$ cat src/rtl/val_downcounter.sv
// Loadable down-counter with a one-entry shadow buffer that feeds the comparator's in_x / val_is_0_check.
// Optional feature: define AUTO_RELOAD_EN to restart from the last loaded value when nothing is pending.
module val_downcounter #(
   parameter int WIDTH = 7
) (
   input  logic             counter_clk,
   input  logic             reset,
   input  logic [WIDTH-1:0] load_val,
   input  logic             load_valid,
   output logic             load_ready,
   input  logic             dec_en,
   input  logic             abort,
   output logic [WIDTH-1:0] val,
   output logic             val_is_zero,
   output logic             done,
   output logic             busy
);

   typedef enum logic [1:0] {
      ST_IDLE  = 2'd0,
      ST_COUNT = 2'd1,
      ST_ZERO  = 2'd2
   } state_t;

   state_t           state_q, state_d;
   logic [WIDTH-1:0] val_q, val_d;
   logic [WIDTH-1:0] shadow_q, shadow_d;
   logic             shadow_valid_q, shadow_valid_d;
   logic             done_q;
   logic             busy_q;
   logic             accept;
`ifdef AUTO_RELOAD_EN
   logic [WIDTH-1:0] reload_q, reload_d;
`endif

   assign load_ready  = !shadow_valid_q;
   assign accept      = load_valid && load_ready;
   assign val         = val_q;
   assign val_is_zero = (val_q == '0);
   assign done        = done_q;
   assign busy        = busy_q;

   always_comb begin
      state_d        = state_q;
      val_d          = val_q;
      shadow_d       = shadow_q;
      shadow_valid_d = shadow_valid_q;
`ifdef AUTO_RELOAD_EN
      reload_d       = reload_q;
`endif
      if (abort) begin
         state_d        = ST_IDLE;
         val_d          = '0;
         shadow_d       = '0;
         shadow_valid_d = 1'b0;
`ifdef AUTO_RELOAD_EN
         reload_d       = '0;
`endif
      end else begin
         case (state_q)
            ST_IDLE: begin
               if (accept) begin
                  val_d   = load_val;
                  state_d = (load_val == '0) ? ST_ZERO : ST_COUNT;
`ifdef AUTO_RELOAD_EN
                  reload_d = load_val;
`endif
               end
            end
            ST_COUNT: begin
               // The nonzero guard keeps val from ever wrapping below 0.
               if (dec_en && (val_q != '0)) begin
                  val_d = val_q - WIDTH'(1);
                  if (val_q == WIDTH'(1)) begin
                     state_d = ST_ZERO;
                  end
               end
               if (accept) begin
                  shadow_d       = load_val;
                  shadow_valid_d = 1'b1;
               end
            end
            ST_ZERO: begin
               if (shadow_valid_q) begin
                  val_d          = shadow_q;
                  shadow_valid_d = 1'b0;
                  state_d        = (shadow_q == '0) ? ST_ZERO : ST_COUNT;
`ifdef AUTO_RELOAD_EN
                  reload_d       = shadow_q;
`endif
               end else if (accept) begin
                  val_d   = load_val;
                  state_d = (load_val == '0) ? ST_ZERO : ST_COUNT;
`ifdef AUTO_RELOAD_EN
                  reload_d = load_val;
`endif
               end else begin
`ifdef AUTO_RELOAD_EN
                  val_d   = reload_q;
                  state_d = (reload_q == '0) ? ST_IDLE : ST_COUNT;
`else
                  state_d = ST_IDLE;
`endif
               end
            end
            default: begin
               state_d = ST_IDLE;
               val_d   = '0;
            end
         endcase
      end
   end

   // done and busy are registered from the next state so they align with state_q.
   always_ff @(posedge counter_clk or negedge reset) begin
      if (!reset) begin
         state_q        <= ST_IDLE;
         val_q          <= '0;
         shadow_q       <= '0;
         shadow_valid_q <= 1'b0;
         done_q         <= 1'b0;
         busy_q         <= 1'b0;
`ifdef AUTO_RELOAD_EN
         reload_q       <= '0;
`endif
      end else begin
         state_q        <= state_d;
         val_q          <= val_d;
         shadow_q       <= shadow_d;
         shadow_valid_q <= shadow_valid_d;
         done_q         <= (state_d == ST_ZERO);
         busy_q         <= (state_d != ST_IDLE);
`ifdef AUTO_RELOAD_EN
         reload_q       <= reload_d;
`endif
      end
   end

endmodule

$ cat config.mk
export PLATFORM = sky130hd
export DESIGN_NAME = val_downcounter
export DESIGN_NICKNAME = d
export VERILOG_FILES = /design/src/rtl/val_downcounter.sv
export SDC_FILE = /design/constraint.sdc
export NUM_CORES = 1
export LEC_CHECK = 0
export CORE_MARGIN = 10
export CORE_UTILIZATION = 47
export CTS_CLUSTER_DIAMETER = 150
export DETAILED_ROUTE_END_ITERATION = 7
export PLACE_DENSITY = 0.75
export SLEW_MARGIN = 20
export SYNTH_ARGS = -nofsm -noshare
export SYNTH_HDL_FRONTEND = slang
export SYNTH_SLANG_ARGS = --single-unit
$ cat constraint.sdc
create_clock -name counter_clk -period 1.8 [get_ports counter_clk]
set_input_delay 0.45 -clock counter_clk [delete_from_list [all_inputs] [get_ports counter_clk]]
set_output_delay 0.45 -clock counter_clk [all_outputs]
set_load 0.005 [all_outputs]
## After elaboration in Yosys (flattened, before gate mapping)

Index checks and enable logic that the tools add are counted.

| cells by class | value |
|---|---|
| divide/modulo/power cells | 0 |
| $lt $le $gt $ge | 0 |
| reduce and logical (&&, ||, !) cells | 14 |
| multiplexer cells | 20 |
| equality and inequality tests | 6 |
| $add $sub $neg | 1 |
| bitwise operators | 0 |
| shifts and indexed selects | 0 |
| multiply operators | 0 |

Operators by type and width:

| kind | number |
|---|---|
| $mux 7 | 7 |
| $logic_not 7->1 | 3 |
| $pmux 7 s3 | 1 |
| $mux 2 | 8 |
| $eq 7x1->1 const B | 1 |
| $reduce_bool 7->1 | 1 |
| $sub 7x1->7 const B | 1 |
| $ne 3x3->1 const B | 2 |
| $pmux 2 s3 | 1 |
| $reduce_bool 2->1 | 3 |
| $eq 2x2->1 const B | 2 |
| $reduce_and 2->1 | 2 |
| $reduce_bool 3->1 | 1 |
| $eq 2x1->1 const B | 1 |
| $logic_and 1x1->1 | 2 |
| $logic_not 2->1 | 1 |
| $mux 1 | 2 |
| $pmux 1 s2 | 1 |
| $logic_not 1->1 | 1 |

| storage, ports and cells | value |
|---|---|
| RAM bits | 0 |
| input port bits | 12 |
| memories | 0 |
| register bits | 19 |
| ROM bits | 0 |
| output and inout port bits | 11 |
| bits in latches | 0 |
| logic and storage cells | 47 |

## Depth between registers and ports, before layout

| depth | value |
|---|---|
| word-level depth | 7 |
| mapped depth | 7 |
| gate-level depth less buffers | 7 |

## Least setup slack after synthesis

No wires, ideal clock.

| timing | value |
|---|---|
| kind | flip-flop to output port |
| from | register val_q[1] (netlist: val[1]) |
| to | output val_is_zero |
| required time | 1.350 ns |
| arrival | 1.398 ns |
| stages on the path, launching flop included | 6 |
| setup slack | -0.048 ns |
| path through | dfrtp_1 > inv_1 > ha_1 > or3b_1 > or2_4 > clkinv_4 |

| on the way | value |
|---|---|
| cells in the longest elaborated chain, start to end | 1 |

Ends and longest elaborated chain:

| what | RTL line | text |
|---|---|---|
| start: declaration | 26 | `logic [WIDTH-1:0] val_q, val_d;` |
| start signal: assignment | 128 | `val_q <= val_d;` |
| $logic_not 7->1 | 39 | `assign val_is_zero = (val_q == '0);` |
| end: declaration | 14 | `output logic val_is_zero,` |

Every way passes these cells.

## Worst setup path after layout

Ends and elaborated chain as after synthesis.

==> metrics.md <==
| Metric | Value |
|---|---|
| Residual DRC count | `0` |
| Mapped Area | `1302 um2` |
| Starting density of the core | `48.06%` |
| CP peak stage delay | `0.40 ns` |
| Top-count cell post-synth | `dfrtp_1` |
| H-tree Lvls | `1` |
| Post-synth top area share | `36.50%` |
| IO Count | `23` |
| DP Wirelength | `2992 um` |
| Cell chain of the critical path | `inv_2 -> ha_4 -> or3b_4 -> or2_4 -> clkinv_4 -> buf_6` |
| Tcrit/Tclk final | `118.5%` |
| Number of antenna violations at the first check in global routing | `0` |
| EDFF count, synth | `0` |
| Gr usage total | `15.14%` |
| Skew-Pair Late Insertion Delay | `0.32 ns` |
| CTS Buf Count | `3` |
| Iteration count of the initial detailed-routing pass | `4` |
| Syn avg cell area | `9.173 um2` |
| Clock Tree Root | `clkbuf_4` |
| Post-CTS Hold Fix Bufs | `0` |
| Vias in the first global route | `1,397` |
| Worst setup path class | `reg -> out` |
| Rows | `19` |
| Fill cells | `202` |
| Sink Count | `19` |
| Count of input and output buffers | `22` |
| Ys async rst share | `100.0%` |
| FF-to-FF setup slack | `-0.11 ns` |
| Antenna Violating Nets Remaining | `0` |
| Setup crit start kind | `register` |
| Pwr dens | `786.7 nW/um2` |
| Final wirelength | `4049 um` |
| Max Slew Vio Count | `0` |
| CORE AREA | `2710 um2` |
| Die Y | `72.64 um` |
| Reg clk slew, reported paths | `0.11 ns` |
| Routed via count | `1,335` |
| Worst-Margin Slew | `0.5278 ns` |
| Arr. time, crit path | `1.68 ns` |
| Clock skew | `0.005009 ns` |
| Share of post-route cells with drive strength above 1 | `32.47%` |
| Commonest cells in the netlist | `dfrtp_1, nor2_1, mux2i_1` |
| First-pass GRT wire length | `6444 um` |
| Mapped Nets | `156` |
| CP max stage cell | `dfrtp_1` |
| #FFs+latches synth | `19` |
| CP required | `1.35 ns` |
| GPL Wtd Cong | `0.9162` |
| Sequential area share after synthesis | `36.50%` |
| Mapped Cells | `142` |
| Max-capacitance violation count | `0` |
| Worst setup EP type | `primary output` |
| Failing checks | `setup timing` |
| Synth Warn # | `0` |
| Cell variety after synth | `45` |
| Static leakage | `0.9245 nW` |
| Fin crit period | `2.133 ns` |
| Max Root-Sink Buffers | `2` |
| Final WS setup | `-0.3326 ns` |
| DRT iter0 DRCs | `96` |
| Wire per inst | `18.00 um` |
| Largest net degree at the start of global routing | `20` |
| Synthesis-to-finish area growth | `44.57%` |
| Max VDD drop | `0.0007763 V` |
| Final Cell Area | `1883 um2` |
| Hold Crit Class | `in -> async` |
| Area contributors post-synth | `dfrtp_1, mux2i_1, nor2_1, a21oi_1, mux2_2` |
| Hold Fails Final Rpt | `0` |
| Placed cells | `216` |
| Die Area | `5277 um2` |
| Worst rel slew slack | `64.74%` |
| CP max FO | `2` |
| Fmax | `0.4689 GHz` |
| Dpl ws | `-0.3991 ns` |
| Post-synth top area cell | `dfrtp_1` |
| Routed vias/inst | `5.933` |
| Placed Instance Area | `1748 um2` |
| NumNets Final | `209` |
| # diodes | `0` |
| Total gr overflow | `0` |
| Setup violations, final | `2` |
| CTS tree | `yes` |
| Finished Layout Cells | `225` |
| Die Wd | `72.64 um` |
| Dominant synthesized flop cell | `dfrtp_1` |
| Power, Total | `1.481 mW` |
| RSZ-0062 raised after global routing | `true` |
| Status | `finished with violations` |
-- per-layer routing --
layer | up-vias | wire length (um) | track usage (%)
met4 | 0 | 95 | 8.861
met1 | 638 | 1623 | 16.84
li1 | 627 | - | -
met2 | 58 | 2073 | 25.05
met3 | 12 | 256 | 4.354
met5 | - | 0 | 0
-- final timing paths --
kind                                    startpoint                    endpoint  depth (start not counted)
max reg2reg                     val[0]$_DFFE_PN0P_          val[6]$_DFFE_PN0P_                          9
min in group counter_clk               load_val[6]     shadow_q[6]$_DFFE_PN0P_                          4
max in group asynchronous                    reset  shadow_valid_q$_DFFE_PN0P_                          2
min                                          reset     shadow_q[4]$_DFFE_PN0P_                          2
max                             val[1]$_DFFE_PN0P_                 val_is_zero                          6
min reg2reg                shadow_q[6]$_DFFE_PN0P_     shadow_q[6]$_DFFE_PN0P_                          2
-- cells in the final DEF, fill, tap and decap left out, types with 5 or more instances in the layout --
| cell | count |
|---|---|
| a21oi_1 | 8 |
| buf_4 | 35 |
| clkdlybuf4s50_1 | 10 |
| dfrtp_1 | 19 |
| dlymetal6s2s_1 | 8 |
| mux2i_1 | 10 |
| nand2_1 | 6 |
| nand2b_1 | 6 |
| nor2_1 | 17 |
| o21ai_0 | 5 |
-- through the flow --
| stage | hold WS, ns | setup TNS (ns) | util [%] |
|---|---|---|---|
| floorplan | 0.1544 | -0.02684 | - |
| global route | 0.4857 | -0.7691 | 69.48 |
| global placement | 0.5380 | -4.011 | 64.50 |
| detailed placement | 0.5549 | -4.609 | 64.50 |
| CTS | 0.4585 | -0.3631 | 66.76 |
| finish | 0.4568 | -0.4399 | 69.48 |
-- power breakdown --
part           internal, mW  switching (mW)  leakage [nW]
clock network        0.0836           0.148        0.0177
registers             0.467          0.0247         0.256
logic                 0.398           0.360         0.651
-- worst max-delay path: cells and delay by family, from the launching register on --
kind                       cells  cell delay (ns)
adders and majority gates      1             0.13
buffers and inverters          3             0.21
and+or+nand+nor                2             0.61
DFF                            1             0.40
-- flip-flops by register name, summed over array words and instances, names as in the netlist --
register / cells
shadow_valid_q: 1
shadow_q: 7
busy: 1
done: 1
state_q: 2
val: 7
-- kinds of logic (layout without fill, tap and decap cells) --
family	Yosys count	after routing	synth area share, %
compound gates	41	41	23.06
xor+xnor	1	1	0.6726
fa+ha+maj	2	2	1.921
buf+inv	15	67	5.571
flops	19	19	36.50
mux	14	14	11.14
simple gates	50	50	21.13
-- layout make-up --
| type | instances | area, um2 | share of cell area (%) |
|---|---|---|---|
| timing repair buffer | 58 | 508.0 | 26.98 |
| sequential | 19 | 475.5 | 25.25 |
| clock buffer | 3 | 22.52 | 1.196 |
| inverter | 5 | 23.77 | 1.262 |
| multi-input combinational | 108 | 809.5 | 42.99 |
| tap | 31 | 38.79 | 2.060 |
| clock inverter | 1 | 5.005 | 0.2658 |
-- repair_timing --
action | 4_1_cts | 5_1_grt
pin swaps | 4 | 13
gates resized for setup | 13 | 18
setup endpoints to repair | 7 | 16
hold endpoints to repair | 0 | 0
buffers inserted | 3 | 3
Note: power is estimated with default switching activity, not from simulation.
